`config.mk`:
```
export PLATFORM = sky130hd
export DESIGN_NAME = axi_idunq_tracker
export DESIGN_NICKNAME = d
export VERILOG_FILES = /design/src/rtl/axi_idunq_tracker.sv
export SDC_FILE = /design/constraint.sdc
export NUM_CORES = 1
export LEC_CHECK = 0
export ABC_AREA = 1
export CAP_MARGIN = 25
export CORE_MARGIN = 2
export CORE_UTILIZATION = 32
export CTS_CLUSTER_SIZE = 25
export DETAILED_ROUTE_END_ITERATION = 10
export GPL_TIMING_DRIVEN = 0
export HOLD_SLACK_MARGIN = 0.03
export PLACE_DENSITY = 0.44
export SLEW_MARGIN = 30
export SYNTH_ARGS = -nofsm -noshare
export SYNTH_HDL_FRONTEND = slang
export SYNTH_SLANG_ARGS = --single-unit
export TNS_END_PERCENT = 1
```
`constraint.sdc`:
```
create_clock -name aclk -period 17.35 [get_ports aclk]
set_input_delay 2.6025 -clock aclk [delete_from_list [all_inputs] [get_ports aclk]]
set_output_delay 2.6025 -clock aclk [all_outputs]
set_load 0.02 [all_outputs]
```
`src/rtl/axi_idunq_tracker.sv`:
```
// AXI unique-ID tracker: per-ID outstanding counts and unique flags for the
// write (AW/B) and read (AR/R) pairs, with violation pulses and sticky status.

module axi_idunq_dir #(
  parameter int ID_WIDTH  = 4,
  parameter int CNT_WIDTH = 4
) (
  input  logic                          aclk,
  input  logic                          areset,
  input  logic                          req_fire,
  input  logic [ID_WIDTH-1:0]           req_id,
  input  logic                          req_unq,
  input  logic                          cmp_fire,
  input  logic [ID_WIDTH-1:0]           cmp_id,
  input  logic                          cmp_unq,
  output logic                          allow,
  output logic [2:0]                    err_next,
  output logic [ID_WIDTH+CNT_WIDTH-1:0] outstanding
);

  localparam int N  = 1 << ID_WIDTH;
  localparam int OW = ID_WIDTH + CNT_WIDTH;
  localparam logic [CNT_WIDTH-1:0] CMAX = '1;

  logic [CNT_WIDTH-1:0] cnt [N];
  logic [N-1:0]         uflag;
  logic [CNT_WIDTH-1:0] cmp_cnt;
  logic [CNT_WIDTH-1:0] ecnt;
  logic                 cmp_ok;
  logic                 credit;
  logic                 ovf;
  logic                 uniq_err;
  logic                 req_cnt;

  // A same-cycle completion on the requested ID frees one slot before the request is judged.
  always_comb begin
    cmp_cnt  = cnt[cmp_id];
    cmp_ok   = cmp_fire && (cmp_cnt != '0);
    credit   = cmp_ok && (cmp_id == req_id);
    ecnt     = cnt[req_id] - CNT_WIDTH'(credit);
    ovf      = (ecnt == CMAX);
    uniq_err = (ecnt != '0) && (req_unq || uflag[req_id]);
    allow    = !ovf && !uniq_err;
    req_cnt  = req_fire && !ovf;
    err_next = {cmp_fire && ((cmp_cnt == '0) || (cmp_unq != uflag[cmp_id])),
                req_fire && ovf,
                req_fire && uniq_err};
  end

  // Request update is written last so it wins when it targets the completing ID.
  always_ff @(posedge aclk or posedge areset) begin
    if (areset) begin
      for (int i = 0; i < N; i++) cnt[i] <= '0;
      uflag       <= '0;
      outstanding <= '0;
    end else begin
      if (cmp_ok) begin
        cnt[cmp_id] <= cmp_cnt - CNT_WIDTH'(1);
        if (cmp_cnt == CNT_WIDTH'(1)) uflag[cmp_id] <= 1'b0;
      end
      if (req_cnt) begin
        cnt[req_id]   <= ecnt + CNT_WIDTH'(1);
        uflag[req_id] <= req_unq;
      end
      outstanding <= outstanding + OW'(req_cnt) - OW'(cmp_ok);
    end
  end

endmodule

module axi_idunq_tracker #(
  parameter int ID_W_WIDTH    = 4,
  parameter int ID_R_WIDTH    = 4,
  parameter int CNT_WIDTH     = 4,
  parameter int RLAST_Present = 1
) (
  input  logic                            aclk,
  input  logic                            areset,
  input  logic                            awvalid,
  input  logic                            awready,
  input  logic                            awidunq,
  input  logic [ID_W_WIDTH-1:0]           awid,
  input  logic                            bvalid,
  input  logic                            bready,
  input  logic                            bidunq,
  input  logic [ID_W_WIDTH-1:0]           bid,
  input  logic                            arvalid,
  input  logic                            arready,
  input  logic                            aridunq,
  input  logic [ID_R_WIDTH-1:0]           arid,
  input  logic                            rvalid,
  input  logic                            rready,
  input  logic                            rlast,
  input  logic                            ridunq,
  input  logic [ID_R_WIDTH-1:0]           rid,
  input  logic                            err_clear,
  output logic                            aw_allow,
  output logic                            ar_allow,
  output logic [5:0]                      err_pulse,
  output logic [5:0]                      err_status,
  output logic [ID_W_WIDTH+CNT_WIDTH-1:0] w_outstanding,
  output logic [ID_R_WIDTH+CNT_WIDTH-1:0] r_outstanding
);

  logic [2:0] w_err;
  logic [2:0] r_err;
  logic [5:0] err_next;
  logic       r_cmp;

  // Without RLAST every read beat is a whole transaction.
  assign r_cmp    = rvalid && rready && (rlast || (RLAST_Present == 0));
  assign err_next = {r_err, w_err};

  axi_idunq_dir #(.ID_WIDTH(ID_W_WIDTH), .CNT_WIDTH(CNT_WIDTH)) u_w (
    .aclk        (aclk),
    .areset      (areset),
    .req_fire    (awvalid && awready),
    .req_id      (awid),
    .req_unq     (awidunq),
    .cmp_fire    (bvalid && bready),
    .cmp_id      (bid),
    .cmp_unq     (bidunq),
    .allow       (aw_allow),
    .err_next    (w_err),
    .outstanding (w_outstanding)
  );

  axi_idunq_dir #(.ID_WIDTH(ID_R_WIDTH), .CNT_WIDTH(CNT_WIDTH)) u_r (
    .aclk        (aclk),
    .areset      (areset),
    .req_fire    (arvalid && arready),
    .req_id      (arid),
    .req_unq     (aridunq),
    .cmp_fire    (r_cmp),
    .cmp_id      (rid),
    .cmp_unq     (ridunq),
    .allow       (ar_allow),
    .err_next    (r_err),
    .outstanding (r_outstanding)
  );

  // A new error in the clearing cycle keeps its status bit.
  always_ff @(posedge aclk or posedge areset) begin
    if (areset) begin
      err_pulse  <= '0;
      err_status <= '0;
    end else begin
      err_pulse  <= err_next;
      err_status <= (err_clear ? 6'd0 : err_status) | err_next;
    end
  end

endmodule
```
==> impl_metrics.yaml, run 1 <==
pwr:
  power_mw: 2.18
  p_seq_frac: 0.338
  p_int_mw: 1.20
  peakVddDrop_mv: 0.0704
  pwr-share-comb: 0.458
  power_leakage_nw: 8.80
  power_density_nw_per_um2: 132
  sw_frac_of_total: 0.449
  switching_power_uw: 978
  power.share.clock: 0.204
worst_hold_path:
  worstHoldEndpoint: "err_status[5]$_DFF_PP0_"
  hold_class: "reg -> reg"
  hold_depth: 2
  hp-start: "err_status[5]$_DFF_PP0_"
synthesis:
  synthArstFlopShare: 1.00
  synth_top_area_cell: "dfrtp_1"
  syn_nets: 2324
  synth.area.top_cells: "dfrtp_1 (32%), nand2_1 (29%), nand4_1 (6.4%), nor2_1 (4.3%), nand3_1 (3.8%)"
  synthTopCellsByCount: "nand2_1 (1124), dfrtp_1 (188), nor2_1 (167)"
  synth_top_area_share: 0.324
  yosys_most_used_dff: "dfrtp_1"
  ys_types: 42
  ys_warn_count: 0
  ys_ff_latch: 188
  synth.most_common_cell: "nand2_1"
  synth_edf_count: 0
  seq_area_frac_synth: 0.324
  postSynthCellCount: 2262
  syn-cell-area_um2: 14500
  syn_avg_cell_area_um2: 6.41
die:
  dieArea_um2: 47000
  io_pins: 62
  die_w_um: 217
  fp.dieH_um: 217
  start_util: 0.326
  core_area_um2: 44500
  rows: 77
route:
  antenna_left: 0
  wire_per_inst_um: 20.7
  drt_iter0_markers: 1280
  num_vias: 15400
  drt_wl_total_um: 61000
  firstDrtPassIters: 6
  drc: 0
  avgViaCountPerCell: 5.24
placed_design:
  place_congestion: 0.917
  dp_slack_ns: 5.50
  placed_cell_area_um2: 15900
  dp_hpwl_um: 46800
  portBuffers: 55
  place_inst: 2911
grt:
  grt_overflow_total: 0
  antenna_found_initial: 0
  grt_first_pass_wirelength_um: 92300
  grt_max_degree: 65
  track_usage: 0.264
  grt_pass1_vias: 15100
setup_path:
  r2r-end: "u_r.outstanding[6]$_DFF_PP0_"
  reg2reg_slack_ns: 11.02
  max_stage_delay_ns: 0.71
  cp-start-kind: "input pin"
  cp_data_required_time_ns: 14.75
  cp-end-kind: "output port"
  cpMaxStageDelayCell: "nor2_1"
  worstPathArrival_ns: 9.36
  cpMostUsedCell: "nand2_1"
  reg2reg_depth: 29
  r2r_start: "u_r.cnt[49]$_DFF_PP0_"
  cp_max_fo: 10
  critPathKind: "in -> out"
clock_tree:
  clock-root-buffer: "clkbuf_16"
  cts_hold_buf: 0
  cts-resized-gates: 0
  cts_setup_buffers: 0
  clock_path_buffers: 2
  clock_latency_ns: 0.51
  cts_sinks: 188
  htree_levels: 4
  clk_pin_slew_ns: 0.07
  cts_inserted_buffers: 17
  cts_tree: "built"
timing:
  setup_viol: 0
  drv_slew: 0
  hold_violations: 0
  layout_setup_ws_ns: 5.39
  period_needed_ns: 11.96
  tns_ns: 0
  fin_crit_sh: 0.689
  max-slew-margin-rel: 0.330
  skew_ns: 0.00960
  fmax_mhz: 83.6
  holdWs_ns: 0.486
  tightest_slew_ns: 1.00
  rsz0062_at_grt: "false"
cells_and_area:
  drive_gt1_frac: 0.0851
  multi_input_area_um2: 8650
  regArea_um2: 4700
  final_util: 0.370
  layout.cells.non_filler: 2941
  fin_area_um2: 16500
  n_antenna_cell: 0
  num-fill-cells: 4894
  nets: 2400
  areaGrowthSynthToFinish_pct: 13.6
status:
  status: "completed"
job:
  max_cap_viol_count: 0
==> registers in the layout, summed over array words and instances, names as in the netlist <==
register,cells
err_pulse,6
u_w.uflag,16
u_w.outstanding,8
u_w.cnt,64
err_status,6
u_r.uflag,16
u_r.outstanding,8
u_r.cnt,64
==> placed cells by master (no fill, tap or decap), drive strengths merged <==
cell,synthesis,routed
bufinv,0,4
nor2,189,189
clkdlybuf4s50,0,55
o221ai,8,8
dfrtp,188,188
fa,2,2
a21boi,2,2
o21ai,86,86
nand2,1138,1138
o22ai,14,14
buf,79,81
nand4,180,180
a21o,1,1
clkinv,0,4
and3,1,1
a221oi,2,2
nor4,4,4
a31oi,8,8
o21bai,2,2
nand3,122,122
a22oi,16,16
a21oi,12,12
xor2,14,14
clkbuf,29,51
xnor2,4,4
ha,28,28
inv,133,133
==> layer usage <==
layer | global-route usage | vias up | wire length, um
li1 | - | 7524 | -
met1 | 0.317 | 7203 | 24900
met2 | 0.456 | 539 | 29900
met3 | 0.0437 | 146 | 3550
met4 | 0.129 | 0 | 2670
met5 | 0 | - | 0
==> cell families after synthesis <==
family,Yosys count,synth area share
AND/OR/NAND/NOR,1634,0.496
flip-flops,188,0.324
adder cells (fa/ha/maj),30,0.0269
buffers and inverters,241,0.0788
XOR/XNOR,18,0.0119
AO/OA/AOI/OAI,151,0.0620
==> cell type report <==
cell class / count / area share
buffer: 108 / 0.0388
clock buffer: 22 / 0.0288
clock inverter: 8 / 0.00851
inverter: 133 / 0.0311
multi-input combinational: 1833 / 0.525
sequential: 188 / 0.286
tap: 592 / 0.0450
timing repair buffer: 57 / 0.0368
==> worst max path at each step <==
stage | startpoint | end | slack (ns) | cells after the start
after floorplan | rid[1] | ar_allow | 8.62 | 25
after global placement | bid[1] | aw_allow | 5.50 | 26
after detailed placement | bid[1] | aw_allow | 5.50 | 26
after CTS | bid[1] | aw_allow | 5.49 | 26
after global routing | bid[1] | aw_allow | 5.26 | 26
final | rid[0] | ar_allow | 5.39 | 25
==> power by group through the flow <==
stage	Sequential (mW)	Combinational (mW)	Clock, mW
2_1_floorplan	0.717	0.694	0
3_3_place_gp	0.744	0.985	0
3_5_place_dp	0.745	0.997	0
4_1_cts	0.737	1.00	0.455
5_1_grt	0.755	1.13	0.473
6_report	0.737	0.998	0.444
==> worst max-delay path: cells and delay by family <==
kind,cells,cell delay (ns)
adders and majority gates,3,0.75
and+or+nand+nor,11,2.31
buffers and inverters,10,3.49
AOI/OAI and AO/OA,1,0.19
(Power assumes the default switching activity.)
==> run 2, diff against run 1 <==
Clock period 17.35 ns to 11.5 ns, I/O delays scaled along.
==> results of run 2 <==
Same layout as run 1 (identical final DEF). Status: completed.
Among the figures that moved: setup slack after placement 5.50 ns -> 1.41 ns; setup slack after layout 5.39 ns -> 1.29 ns; register-to-register setup slack 11.02 ns -> 5.17 ns; total power 2.18 mW -> 3.29 mW; worst IR drop on VDD 0.0704 mV -> 0.106 mV
==> run 3, diff against run 2 <==
Settings changed: CTS_CLUSTER_DIAMETER from default to 60, PLACE_DENSITY 0.44 to default.
==> impl_metrics.yaml, run 3 (synthesized netlist as in run 1, its figures left out) <==
clock_tree:
  cts_setup_buffers: 0
  cts_tree: "built"
  clk_pin_slew_ns: 0.07
  cts-resized-gates: 0
  cts_inserted_buffers: 17
  clock_path_buffers: 2
  clock_latency_ns: 0.46
  htree_levels: 4
  clock-root-buffer: "clkbuf_16"
  cts_sinks: 188
  cts_hold_buf: 0
pwr:
  p_int_mw: 1.79
  power.share.clock: 0.199
  peakVddDrop_mv: 0.114
  sw_frac_of_total: 0.453
  power_density_nw_per_um2: 198
  p_seq_frac: 0.340
  switching_power_mw: 1.48
  power_leakage_nw: 8.79
  pwr-share-comb: 0.461
grt:
  grt_max_degree: 83
  antenna_found_initial: 0
  track_usage: 0.240
  grt_overflow_total: 0
  grt_pass1_vias: 15200
  grt_first_pass_wirelength_um: 87400
route:
  avgViaCountPerCell: 5.38
  drt_wl_total_um: 56100
  num_vias: 15800
  wire_per_inst_um: 19.0
  drc: 0
  drt_iter0_markers: 1860
  firstDrtPassIters: 8
  antenna_left: 0
cells_and_area:
  drive_gt1_frac: 0.0868
  n_antenna_cell: 0
  areaGrowthSynthToFinish_pct: 13.6
  final_common_cell: "nand2_1"
  nets: 2400
  top_regs: "u_r.cnt x64, u_w.cnt x64"
  final_cell_mix: "nand2_1 (1124), dfrtp_1 (188), nor2_1 (167)"
status:
  status: "completed"
setup_path:
  cp_data_required_time_ns: 9.78
  cp-end-kind: "output port"
  cpMostUsedCell: "nand2_1"
  worstPathArrival_ns: 8.36
  cp-start-kind: "input pin"
  cp_top_family: "buffers and inverters"
  reg2reg_slack_ns: 5.11
  cpMaxStageDelayCell: "nor4_1"
  critPathKind: "in -> out"
  worstPathBufferInverterCount: 11
  max_stage_delay_ns: 0.73
  cp_max_fo: 10
timing:
  layout_setup_ws_ns: 1.42
  rsz0062_at_grt: "false"
  period_needed_ns: 10.08
  tns_ns: 0
  setup_viol: 0
  tightest_slew_ns: 0.904
  hold_violations: 0
  fin_crit_sh: 0.877
  skew_ns: 0.0152
  fmax_mhz: 99.2
  max-slew-margin-rel: 0.395
  drv_slew: 0
placed_design:
  place_congestion: 0.965
  dp_hpwl_um: 42600
  portBuffers: 55
  dp_slack_ns: 1.51
die:
  io_pins: 62
  start_util: 0.326
  dieArea_um2: 47000
  die_w_um: 217
  core_area_um2: 44500
  fp.dieH_um: 217
  rows: 77
worst_hold_path:
  hold_class: "reg -> reg"
job:
  max_cap_viol_count: 0
run 3: through the flow:
step | area (um^2) | hold slack, ns | instances | util | power, mW
3_5_place_dp | 15900 | 0.474 | 2911 | 0.356 | 2.61
6_report | 16500 | 0.496 | 2943 | 0.370 | 3.27
3_3_place_gp | 15800 | 0.471 | 2909 | 0.355 | 2.57
2_1_floorplan | 14500 | 0.546 | 2262 | - | 2.13
4_1_cts | 16500 | 0.501 | 2943 | 0.370 | 3.27
5_1_grt | 16500 | 0.532 | 2943 | 0.370 | 3.54
run 3: layout make-up:
type                            count  area, um^2
Clock inverter                     14         185
Tap cell                          592         741
Timing Repair Buffer               57         606
Multi-Input combinational cell   1833        8650
Inverter                          133         512
Buffer                            108         638
Sequential cell                   188        4700
Clock buffer                       18         439
Fill cell                        4878       28000
run 3: path summary, 6_finish.rpt:
check	startpoint	cells after the start	to
max reg2reg	u_r.cnt[45]$_DFF_PP0_	29	u_r.outstanding[6]$_DFF_PP0_
min in group asynchronous	areset	2	u_w.outstanding[7]$_DFF_PP0_
min reg2reg	err_status[0]$_DFF_PP0_	2	err_status[0]$_DFF_PP0_
max	bid[1]	26	aw_allow
max in group asynchronous	areset	3	u_w.cnt[20]$_DFF_PP0_
min	err_status[0]$_DFF_PP0_	2	err_status[0]$_DFF_PP0_
run 3: power by group through the flow:
stage          logic, mW  clock network (mW)  registers, mW
2_1_floorplan       1.05                   0           1.08
3_3_place_gp        1.46                   0           1.11
3_5_place_dp        1.49                   0           1.12
4_1_cts             1.49               0.667           1.11
5_1_grt             1.71               0.692           1.14
6_report            1.51               0.651           1.11
run 3: worst min-delay path, stage by stage, from the launching register on:
cell,delay [ns]
dfrtp_1,0.35
nand2_1,0.05
nand2_1,0.06
run 3: routing by layer:
metal  track usage  share of wire  up-vias
met5             0              0        -
met3        0.0328          0.076      177
li1              -              -     7499
met4         0.123          0.051        0
met1         0.316           0.42     7382
met2         0.384           0.45      770
